$ cat config.mk
export PLATFORM = sky130hd
export DESIGN_NAME = mod_n_updown_counter
export DESIGN_NICKNAME = d
export VERILOG_FILES = /design/src/rtl/mod_n_updown_counter.sv
export SDC_FILE = /design/constraint.sdc
export NUM_CORES = 1
export LEC_CHECK = 0
export ABC_AREA = 1
export CORE_MARGIN = 3
export CORE_UTILIZATION = 44
export CTS_CLUSTER_SIZE = 28
export DETAILED_ROUTE_END_ITERATION = 16
export PLACE_DENSITY = 0.74
export SETUP_SLACK_MARGIN = 0.4
export SYNTH_ARGS = -nofsm -noshare
export SYNTH_HDL_FRONTEND = slang
export SYNTH_SLANG_ARGS = --single-unit
$ cat constraint.sdc
create_clock -name clk -period 1.7 [get_ports clk]
set_clock_uncertainty 0.15 [all_clocks]
set_input_delay 0.17 -clock clk [delete_from_list [all_inputs] [get_ports clk]]
set_output_delay 0.17 -clock clk [all_outputs]
set_load 0.02 [all_outputs]
$ cat src/rtl/mod_n_updown_counter.sv
// Prescaled modulo-N up/down counter with clamped parallel load, one-shot hold and tc pulse.
// Define MOD_N_UPDOWN_COUNTER_GRAY_OUT_EN to add the registered Gray-coded output q_gray.
module mod_n_updown_counter #(
   parameter int unsigned     WIDTH    = 4,
   parameter longint unsigned MODULUS  = 16,
   parameter int unsigned     PRESCALE = 1
) (
   input  logic             clk,
   input  logic             rst,
   input  logic             en,
   input  logic             up_dn,
   input  logic             oneshot,
   input  logic             load,
   input  logic [WIDTH-1:0] load_val,
   output logic [WIDTH-1:0] q,
   output logic             tc,
   output logic             done
`ifdef MOD_N_UPDOWN_COUNTER_GRAY_OUT_EN
   ,
   output logic [WIDTH-1:0] q_gray
`endif
);

   localparam int unsigned      PW      = (PRESCALE > 1) ? $clog2(PRESCALE) : 1;
   localparam logic [PW-1:0]    PresTop = PW'(PRESCALE - 1);
   localparam logic [WIDTH-1:0] MaxVal  = WIDTH'(MODULUS - 64'd1);
   // MODULUS may equal 2^WIDTH, so the load comparison needs one extra bit.
   localparam logic [WIDTH:0]   ModExt  = (WIDTH + 1)'(MODULUS);

   logic [WIDTH-1:0] q_q, q_d;
   logic [PW-1:0]    presc_q, presc_d;
   logic             tc_q, tc_d;
   logic             done_q, done_d;

   logic             step;
   logic             at_term;
   logic             load_ok;
   logic [WIDTH-1:0] q_next;

   always_comb begin
      step    = en && (presc_q == PresTop);
      at_term = up_dn ? (q_q == MaxVal) : (q_q == '0);
      load_ok = ({1'b0, load_val} < ModExt);
      if (up_dn) begin
         q_next = at_term ? '0 : q_q + WIDTH'(1);
      end else begin
         q_next = at_term ? MaxVal : q_q - WIDTH'(1);
      end
   end

   always_comb begin
      q_d     = q_q;
      presc_d = presc_q;
      tc_d    = 1'b0;
      done_d  = done_q;
      if (load) begin
         q_d     = load_ok ? load_val : MaxVal;
         presc_d = '0;
         done_d  = 1'b0;
      end else begin
         if (en) begin
            presc_d = step ? '0 : presc_q + PW'(1);
         end
         // Once done is set, steps are swallowed until load or rst, whatever oneshot does.
         if (step && !done_q) begin
            if (at_term && oneshot) begin
               done_d = 1'b1;
               tc_d   = 1'b1;
            end else begin
               q_d  = q_next;
               tc_d = at_term;
            end
         end
      end
   end

   always_ff @(posedge clk) begin
      if (rst) begin
         q_q     <= '0;
         presc_q <= '0;
         tc_q    <= 1'b0;
         done_q  <= 1'b0;
      end else begin
         q_q     <= q_d;
         presc_q <= presc_d;
         tc_q    <= tc_d;
         done_q  <= done_d;
      end
   end

`ifdef MOD_N_UPDOWN_COUNTER_GRAY_OUT_EN
   logic [WIDTH-1:0] gray_q;

   // Encoded from q_d so q_gray updates in the same cycle as q.
   always_ff @(posedge clk) begin
      if (rst) begin
         gray_q <= '0;
      end else begin
         gray_q <= q_d ^ (q_d >> 1);
      end
   end

   assign q_gray = gray_q;
`endif

   assign q    = q_q;
   assign tc   = tc_q;
   assign done = done_q;

endmodule

After elaboration in Yosys (flattened, before gate mapping) --
Index checks and enable logic that the tools add are counted.
Storage, ports and cells: bits in registers 7, output and inout port bits 6, logic and storage cells 30
Cells by class: equal/unequal tests 2, add/subtract/negate cells 3, bitwise operators 2, reductions and logical operators 10, mux-type cells 9
Operators by type and width (number):
- 4-bit two-way mux | 6
- 4-bit by 1-bit adder with 4-bit output (second input constant) | 1
- 4-bit == test (second input constant) | 1
- 4-bit zero test | 1
- 2-bit AND reduction | 2
- 4-bit by 1-bit subtractor with 4-bit output (second input constant) | 1
- 1-bit logical AND | 3
- 1-bit two-way mux | 3
- 3-bit OR reduction | 1
- 2-bit inequality test (second input constant) | 1
- 1-bit inverter | 2
- 2-bit nonzero test | 1
- 2-bit OR reduction | 1
- 1-bit adder (second input constant) | 1
- 1-bit zero test | 1

Logic depth before layout (Yosys ltp) --
Gate-level depths: netlist (run 1).
depth in word-level cells 7, mapped depth 11, mapped depth without buffers 11

Least setup slack after synthesis (run 1) --
No wires, ideal clock.
path kind reg2reg, start register q_q[0], in the netlist q[0], end register q_q[0], in the netlist q[0], slack 0.025 ns, library setup time 0.116 ns, data arrival time 1.409 ns, period minus slack after synthesis 1.675 ns, path buffers 0, cell stages (with the launch flop) 12, path through dfxtp_1 inv_1 ha_1 inv_1 nor2_1 nand2_2 nand2_4 nand2_2 nand2_2 nand2_2 nand2_1 nor3b_2
Between the ends: word-level cells in the longest chain between the ends 7, elaborated cells on any way between the ends 14
RTL lines:
- from (decl) | line 30 | logic [WIDTH-1:0] q_q, q_d;
- from (signal assigned) | line 84 | q_q <= q_d;
- parallel branches: the longest is 7 deep, another holds 4-bit by 1-bit subtractor with 4-bit output
Parallel ways; which one is timed is not known. The select of a mux whose other input is x is not followed. A chain may end at the register's enable or synchronous reset.

Worst setup path after layout (run 1) --
start register q_q[0], in the netlist q[0], end register q_q[3], in the netlist q[3]
The elaborated chain is that of the path after synthesis.

==> results of run 1 <==
## registers in the layout, indices dropped and copies added, names as in the netlist
name,cells
done,1
tc,1
q,4
presc_q,1
## cell families after synthesis
| kind of cell | synth area share |
|---|---|
| xor+xnor | 0.0150 |
| flops | 0.239 |
| compound gates | 0.0855 |
| buf+inv | 0.190 |
| simple gates | 0.427 |
| fa+ha+maj | 0.0427 |
## worst max path at each step
stage,endpoint,depth (start not counted)
6_report,q[3],10
5_1_grt,q[3],10
2_1_floorplan,q[0],11
4_1_cts,q[3],10
3_5_place_dp,q[0],9
3_3_place_gp,q[0],9
## worst register-to-register path, cell delays in order (launching register included)
cell      delay (ps)
dfxtp_4          380
inv_4             50
ha_4             160
inv_2             40
nor2_2            30
nand2_2           80
nand2_4           80
o21bai_1         200
nand2_1           90
nand2_2           70
a21oi_2           50
## Yosys cell counts (all sizes together), types with 2 or more instances
master,count
a21oi,3
buf,2
clkinv,2
dfxtp,7
ha,2
inv,12
nand2,31
nand3,8
nor2,8
o21ai,4
## power breakdown
group | total (mW) | internal (mW) | leakage (nW) | switching, mW
registers | 0.197 | 0.177 | 0.0592 | 0.0207
logic | 0.227 | 0.110 | 0.349 | 0.117
clock network | 0.152 | 0.0896 | 0.0150 | 0.0620
## routing by layer
layer / vias up / GRT usage / wire, um
met5: - / 0 / 0
met4: 0 / 0.0559 / 29
met3: 5 / 0.0644 / 81
met2: 17 / 0.277 / 735
met1: 274 / 0.177 / 627
li1: 316 / - / -
## final cells by class
| class | count | area share |
|---|---|---|
| clock buffer | 4 | 0.0299 |
| inverter | 15 | 0.107 |
| multi-input combinational | 62 | 0.457 |
| sequential | 7 | 0.171 |
| tap | 14 | 0.0199 |
| timing repair buffer | 22 | 0.216 |
## repair_timing
item / CTS / global route
setup endpoints to repair: 10 / 9
gates resized for setup: 14 / 12
hold endpoints to repair: 0 / 0
setup buffers: 4 / 2
pin swaps: 5 / 5
## stage by stage
stage	worst slack (ps)	area, sq um	util
2_1_floorplan	256	616	-
3_3_place_gp	34.2	768	0.656
3_5_place_dp	4.40	768	0.656
4_1_cts	252	841	0.718
5_1_grt	131	880	0.751
6_report	194	880	0.751
==> results by group, run 1 <==
Logic synthesis
  – EDFF count, synth: 0
  – Sequential-to-total area share from yosys stat: 0.239
  – Yosys reg bits: 7
  – Syn Area/Cell: 6.81 sq um
  – Top cells by area, synth: dfxtp_1 (24%), nand2_1 (14%), inv_1 (7.7%)
  – Post-synth ARST share: 0
  – Area leader, netlist: dfxtp_1
  – Top FF cell, synth: dfxtp_1
  – Syn Inst Count: 86
  – Syn_nets: 98
  – Mapped Area: 586 sq um
  – Post-synth top area share: 0.239
  – Post-synth cell types: 23
  – Yosys Warn Count: 0

Drt
  – Vias post-DR: 612
  – DR DRC count: 0
  – Mean routed wirelength per cell: 11.9 um
  – First-pass DRT Iterations: 4
  – Final WL: 1470 um
  – Via density: 4.94
  – Antenna-violating nets left: 0
  – DR iter-0 viols: 7

Global route
  – Gr ovfl total: 0
  – Via count of the first global-routing pass: 525
  – Pin count of the biggest net entering global routing: 10
  – First-pass GRT wire length: 2150 um
  – All-layer global routing usage: 0.161
  – Initial antenna violation count: 0

Cells and area
  – Nets: 123
  – P&R area growth vs syn: 50.2%
  – Reg area: around 150 sq um
  – Multi-input gate area: between 400 and 500 sq um
  – Fraction of layout cells with a size suffix above 1: 0.400
  – Most frequent cells in the layout: nand2_1 (19), inv_1 (9), clkdlybuf4s50_1 (9)
  – Commonest non-fill, non-tap cell in the layout: nand2_1
  – Final non-filler cell total: ~120
  – ANT cells: 0
  – Total of fill cells in the finished design: 88

Floorplan
  – Die width: 42.5 um
  – Initial Util: 0.500
  – # rows: 12
  – Core footprint: 1170 sq um
  – Chip height: 42.5 um
  – I/O Pins: 16
  – Die area: 1800 sq um

Timing
  – Hold slack: 294 ps
  – Final Hold Fails: 0
  – RSZ-0062 raised after global routing: true
  – Final setup TNS: 0 ps
  – Worst Tran Pin Value: 274 ps
  – # setup viols final: 0
  – Final Critical Period: 1510 ps
  – Worst slew margin: 0.817
  – Final Max Tran Viols: 0
  – Fin crit share: 0.886
  – Max frequency: 664 MHz

Run
  – Max_cap viols: 0

Critical path
  – CP bufs+invs: 2
  – CP Cell Sequence: inv_4 -> ha_4 -> inv_2 -> nor2_2 -> nand2_2 -> nand2_4 -> o21bai_1 -> nand2_1 -> nand2_2 -> a21oi_2
  – Crit path max-delay cell type: dfxtp_4
  – Setup crit end kind: register
  – R2r endpoint: q[3]
  – Crit. Startpoint: q[0]
  – Worst-path maximum fanout: 4
  – Most frequent CP cell: nand2_2
  – Setup crit start kind: register
  – CP delay by family, top: flip-flops
  – CP arrival: 1490 ps
  – Crit path kind: reg -> reg
  – Req. time, crit path: 1680 ps
  – Slowest stage delay, CP: 380 ps
  – Reg2Reg Launch Point: q[0]
  – R2R depth: 10
  – Register-to-register setup slack: between 150 and 200 ps

Clock network
  – Clk slew on worst S/H paths: 50 ps
  – CTS Buf Count: 3
  – CTS tree: built
  – Clock buffer depth: 2
  – H-tree levels: 1
  – Hold_buf cts: 0
  – Insertion delay to the later sink of the worst-skew pair: 250 ps
  – Clock root cell: clkbuf_4
  – Clk sinks: 7

Placement
  – HPWL Detailed: 973 um
  – PortBufs: 15
  – RePlAce Congestion: 0.804
  – DP Cell Count: 114

Worst hold path
  – Hold Path Sink: presc_q
  – Cells on Worst Hold Path: 2
  – Min-delay src: presc_q
  – HP Class: reg -> reg

Power and ir drop
  – Peak supply drop: 0.371 mV
  – Total power: 0.576 mW
  – Power density over the cells: roughly 650 nW/um^2
  – Pleak: 0.423 nW

Status
  – Status: finished clean
Power figures use the tool's default switching activity.
==> run 2, diff against run 1 <==
Settings changed: DONT_BUFFER_PORTS set to 1, PLACE_DENSITY 0.74 to unset.
==> run 2 against run 1 <==
  * The run now ends with negative hold slack left
  * Die area is the same
  * Non-clock buffer count shrank 15
  * Design area shrank 17%
  * Critical endpoint is now q[0]
  * Largest cell class unchanged
==> results by group, run 2 (same netlist as run 1, synthesis figures left out) <==
Status
  – Status: finished with violations
  – Failing checks: negative hold slack

Placement
  – PortBufs: 0 (-15)
  – HPWL Detailed: 883 um (-9.3%)
  – Dpl cell area: 626 sq um (-19%)
  – RePlAce Congestion: 0.712 (-11%)
  – DP Cell Count: 100 (-12%)

Global route
  – All-layer global routing usage: 0.143 (-0.0184)
  – First-pass GRT wire length: 1940 um (-9.7%)
  – Initial antenna violation count: 0 (unchanged)
  – Gr ovfl total: 0 (unchanged)
  – Met2 Resource Use GR: 0.210 (-0.0669)
  – GR peak layer: met2
  – M1 GR Usage: 0.179 (+0.00256)
  – Via count of the first global-routing pass: 471 (-10%)
  – Met3 GRT Util: 0.0901 (+0.0258)
  – Pin count of the biggest net entering global routing: 10 (unchanged)

Clock network
  – Clock buffer depth: 2 (unchanged)
  – Clock root cell: clkbuf_4
  – CTS Buf Count: 3 (unchanged)
  – Clk slew on worst S/H paths: 50 ps (about the same)
  – Hold_buf cts: 3 (+3)
  – Insertion delay to the later sink of the worst-skew pair: 250 ps (about the same)
  – H-tree levels: 1 (unchanged)
  – CTS tree: built
  – Clk sinks: 7 (unchanged)

Cells and area
  – Final non-filler cell total: 109 (-12%)
  – Commonest non-fill, non-tap cell in the layout: nand2_1
  – Design area: 726 sq um (-17%)
  – ANT cells: 0 (unchanged)
  – Nets: 108 (-12%)
  – P&R area growth vs syn: 23.9%
  – Final core occ: 0.620 (-0.131)
  – Fraction of layout cells with a size suffix above 1: 0.368 (-0.0316)
  – Most frequent cells in the layout: nand2_1 (21), inv_1 (9), nand2_2 (7), nand3_1 (7), nor2_1 (5)
  – Largest register FFs: 4 (unchanged)

Critical path
  – Setup crit end kind: register
  – CP arrival: 1510 ps (+20 ps)
  – Req. time, crit path: 1690 ps (about the same)
  – Crit path kind: reg -> reg
  – Setup crit start kind: register
  – Worst-path maximum fanout: 6 (+2)

Floorplan
  – Die area: 1800 sq um (unchanged)
  – I/O Pins: 16 (unchanged)
  – Die width: 42.5 um (unchanged)
  – # rows: 12 (unchanged)
  – Chip height: 42.5 um (unchanged)
  – Initial Util: 0.500 (unchanged)
  – Core footprint: 1170 sq um (unchanged)

Drt
  – Antenna-violating nets left: 0 (unchanged)
  – Final WL: 1150 um (-22%)
  – Mean routed wirelength per cell: 10.6 um (-11%)
  – First-pass DRT Iterations: 2 (-2)
  – Via density: 4.71 (-4.6%)
  – DR DRC count: 0 (unchanged)
  – Vias post-DR: 513 (-16%)
  – DR iter-0 viols: 3 (-4)

Timing
  – Worst slew margin: 0.848 (+0.0313)
  – Final Hold Fails: 4 (+4)
  – Hold slack: -182 ps (-477 ps)
  – Final Max Tran Viols: 0 (unchanged)
  – Max frequency: 661 MHz (-0.41%)
  – Worst Tran Pin Value: 225 ps (-48.5 ps)
  – Final Critical Period: 1510 ps (+6.17 ps)
  – Fin crit share: 0.889 (+0.00363)
  – Final setup TNS: 0 ps (unchanged)
  – # setup viols final: 0 (unchanged)
  – RSZ-0062 raised after global routing: true

Power and ir drop
  – Peak supply drop: 0.446 mV (+20%)
  – Power density over the cells: 705 nW/um^2 (+7.7%)
  – Sequential share of power: 0.408 (+0.066)
  – Total power: 0.512 mW (-11%)
  – Clk network pwr share: 0.291 (+0.028)
  – Pleak: 0.347 nW (-18%)
  – Logic pwr share: 0.301 (-0.094)
  – Switching share of power: 0.330 (-0.0164)
  – Internal power: 0.343 mW (-8.9%)
  – NetSw: 0.169 mW (-15%)

Run
  – Max_cap viols: 0 (unchanged)

Worst hold path
  – HP Class: in -> reg
-- run 2: changes by cell type in the layout (fill, tap and decap cells not counted), moves of 2 or more --
cell             before  now
buf_4                 7    4
clkbuf_2              2    0
clkdlybuf4s50_1       9    0
dlygate4sd2_1         3    0
dlygate4sd3_1         0    3
nand2_1              19   21
-- run 2: power by group through the flow --
stage | clock network [mW] | registers, mW | logic (mW)
4_1_cts | 0.157 | 0.207 | 0.145
6_report | 0.149 | 0.209 | 0.154
2_1_floorplan | 0 | 0.206 | 0.120
3_3_place_gp | 0 | 0.209 | 0.135
5_1_grt | 0.170 | 0.212 | 0.176
3_5_place_dp | 0 | 0.209 | 0.136
-- run 2: path summary, 6_finish.rpt --
check / startpoint / end / cells past startpoint / slack [ps]
worst max register to register: q[0] / q[0] / 11 / 190
worst max-delay path: q[0] / q[0] / 11 / 190
worst min-delay path: rst / q[1] / 1 / -180
worst min register to register: presc_q / presc_q / 2 / 300
-- run 2: layer usage --
metal / routed length, um / part of all wire
met1: 548 / 0.48
met2: 493 / 0.43
met3: 109 / 0.095
met4: 0 / 0
met5: 0 / 0
-- run 2: cell type report --
class                   count  area (sq um)
fillers                   122           445
multi-input cells          62           379
flip-flops and latches      7           149
inverters                  15          93.8
repair buffers              7          60.1
clock buffers               4          26.3
well taps                  14          17.5
-- run 2: worst max-delay path, cell delays in order, from the launching register on --
cell and delay [ps]:
dfxtp_4 440, inv_4 50, ha_4 150, inv_2 40, nor2_2 30, nand2_2 90
nand2_4 70, nand2_2 60, nand2_2 60, nand2_4 70, nand2_1 40, nor3b_2 140
-- run 2: what timing repair did --
action                                  CTS  global route
endpoints found under the setup margin    5             5
endpoints found under the hold margin     6             4
setup buffers                             1             1
resized for setup                         2             6
pin swaps                                 4             2
-- run 2: through the flow --
step           worst slack, ps  hold WS, ps
2_1_floorplan              256         79.4
3_3_place_gp               180         83.4
3_5_place_dp               172         83.4
4_1_cts                    197         -186
5_1_grt                   98.8         -202
6_report                   188         -182
==> run 3, diff against run 2 <==
Settings changed: SETUP_SLACK_MARGIN 0.4 to 0.2.
==> run 3 against run 2 <==
  * The run still ends with negative hold slack left
  * Total power up 3.7%
  * Critical path depth unchanged
  * Global-route usage up 2.4 points
  * Clock-buffer cell count unchanged
  * First-iteration DRC count unchanged
  * Sequential power down 4%
  * Combinational power up 18%
  * Sequential cell count unchanged
  * Non-clock buffer count up 4
  * Setup slack worse by 38 ps
  * Die area unchanged
  * Largest cell class unchanged
  * Largest power group unchanged
  * Highest routed layer unchanged
==> results by group, run 3 (same netlist as run 1, synthesis figures left out) <==
Status
  – Status: finished with violations
  – Failing checks: negative hold slack

Critical path
  – Register-to-register setup slack: 150 ps (-40 ps)
  – CP Cell Sequence: inv_4 -> ha_4 -> inv_4 -> nor2_4 -> nand2_2 -> nand2_4 -> nand2_2 -> nand2_2 -> nand2_4 -> nand2_2 -> nor3b_2
  – R2R depth: 11 (unchanged)
  – Setup crit start kind: register
  – CP arrival: 1540 ps (+30 ps)
  – Crit path max-delay cell type: dfxtp_4
  – Worst-path maximum fanout: 6 (unchanged)
  – CP delay by family, top: simple AND/OR/NAND/NOR gates
  – Req. time, crit path: 1690 ps (about the same)
  – Crit. Startpoint: q[0]
  – Slowest stage delay, CP: 440 ps (about the same)
  – Crit path kind: reg -> reg
  – Reg2Reg Launch Point: q[0]
  – Setup crit end kind: register
  – CP bufs+invs: 2 (unchanged)
  – Most frequent CP cell: nand2_2
  – R2r endpoint: q[0]

Timing
  – # setup viols final: 0 (unchanged)
  – Final Critical Period: 1550 ps (+38.2 ps)
  – Worst Tran Pin Value: 249 ps (+23.8 ps)
  – Fin crit share: 0.912 (+0.0225)
  – Final Max Tran Viols: 0 (unchanged)
  – Final Hold Fails: 4 (unchanged)
  – Worst slew margin: 0.834 (-0.0145)
  – Hold slack: -179 ps (+3.82 ps)
  – Max frequency: 645 MHz (-2.5%)
  – Final setup TNS: 0 ps (unchanged)
  – RSZ-0062 raised after global routing: true

Drt
  – Vias post-DR: 557 (+8.6%)
  – First-pass DRT Iterations: 2 (unchanged)
  – DR iter-0 viols: 3 (unchanged)
  – Via density: 4.93 (+4.7%)
  – Final WL: 1290 um (+12%)
  – DR DRC count: 0 (unchanged)
  – Mean routed wirelength per cell: 11.4 um (+8.3%)
  – Antenna-violating nets left: 0 (unchanged)

Global route
  – First-pass GRT wire length: 2340 um (+21%)
  – Via count of the first global-routing pass: 593 (+26%)
  – Pin count of the biggest net entering global routing: 10 (unchanged)
  – Initial antenna violation count: 0 (unchanged)
  – All-layer global routing usage: 0.167 (+0.0245)
  – Gr ovfl total: 0 (unchanged)

Worst hold path
  – Hold Path Sink: q[1]
  – Cells on Worst Hold Path: 1 (unchanged)
  – Min-delay src: rst
  – HP Class: in -> reg

Cells and area
  – Fraction of layout cells with a size suffix above 1: 0.384 (+0.0154)
  – Final core occ: 0.653 (+0.0331)
  – Most frequent cells in the layout: nand2_1 (21), inv_1 (10), nand2_2 (7), nand3_1 (7), buf_4 (7)
  – P&R area growth vs syn: 30.6%
  – Largest register FFs: 4 (unchanged)
  – Nets: 112 (+3.7%)
  – Final non-filler cell total: 113 (+3.7%)
  – ANT cells: 0 (unchanged)
  – Commonest non-fill, non-tap cell in the layout: nand2_1

Floorplan
  – I/O Pins: 16 (unchanged)
  – Core footprint: 1170 sq um (unchanged)
  – # rows: 12 (unchanged)
  – Die area: 1800 sq um (unchanged)
  – Initial Util: 0.500 (unchanged)
  – Die width: 42.5 um (unchanged)
  – Chip height: 42.5 um (unchanged)

Placement
  – HPWL Detailed: 946 um (+7.2%)
  – DP Cell Count: 101 (+1.0%)
  – PortBufs: 0 (unchanged)
  – RePlAce Congestion: 0.783 (+10%)

Clock network
  – Clk slew on worst S/H paths: 50 ps (about the same)
  – Clk sinks: 7 (unchanged)
  – Hold_buf cts: 4 (+1)
  – Clock root cell: clkbuf_4
  – CTS tree: built
  – Clock buffer depth: 2 (unchanged)
  – CTS Buf Count: 3 (unchanged)
  – Insertion delay to the later sink of the worst-skew pair: 250 ps (about the same)
  – H-tree levels: 1 (unchanged)

Power and ir drop
  – Peak supply drop: 0.571 mV (+28%)
  – Total power: 0.531 mW (+3.7%)
  – Pleak: 0.367 nW (+5.9%)
  – Power density over the cells: 694 nW/um^2 (-1.6%)

Run
  – Max_cap viols: 0 (unchanged)
run 3: what timing repair did:
| action | 4_1_cts | 5_1_grt |
|---|---|---|
| setup endpoints to repair | 4 | 4 |
| setup buffers | 3 | 1 |
| hold endpoints to repair | 6 | 4 |
| gates resized for setup | 7 | 10 |
| pin swaps | 6 | 6 |
run 3: power by group:
group	internal, mW	switching (mW)
Clock	0.0894	0.0582
Combinational	0.0887	0.0930
Sequential	0.176	0.0248
run 3: layout make-up:
cell class | instances | area, sq um
fill | 112 | 407
multi-input combinational | 62 | 388
sequential | 7 | 146
inverter | 15 | 93.8
timing repair buffer | 11 | 92.6
clock buffer | 4 | 26.3
tap | 14 | 17.5
run 3: worst max path at each step:
| stage | end | slack, ps | cells past startpoint |
|---|---|---|---|
| floorplan | q[0] | 210 | 11 |
| global placement | q[0] | 120 | 11 |
| detailed placement | q[0] | 100 | 11 |
| CTS | q[0] | 150 | 11 |
| global route | q[0] | 70 | 11 |
| finish | q[0] | 150 | 11 |
run 3: metrics by stage:
stage / worst slack, ps / cell area [sq um]
global placement: 123 / 608
floorplan: 209 / 591
global route: 73.2 / 764
finish: 150 / 764
detailed placement: 96.0 / 608
CTS: 154 / 719
run 3: worst reg2reg max path, stage by stage, from the launching register on:
cell	delay, ps
dfxtp_4	440
inv_4	60
ha_4	170
inv_4	50
nor2_4	30
nand2_2	90
nand2_4	70
nand2_2	60
nand2_2	70
nand2_4	80
nand2_2	40
nor3b_2	140
run 3: metal layers:
metal  global-route usage  vias up  wire (um)
li1                     -      298          -
met1                0.203      243        563
met2                0.261       16        618
met3               0.0901        0        111
met4               0.0311        0          0
met5                    0        -          0
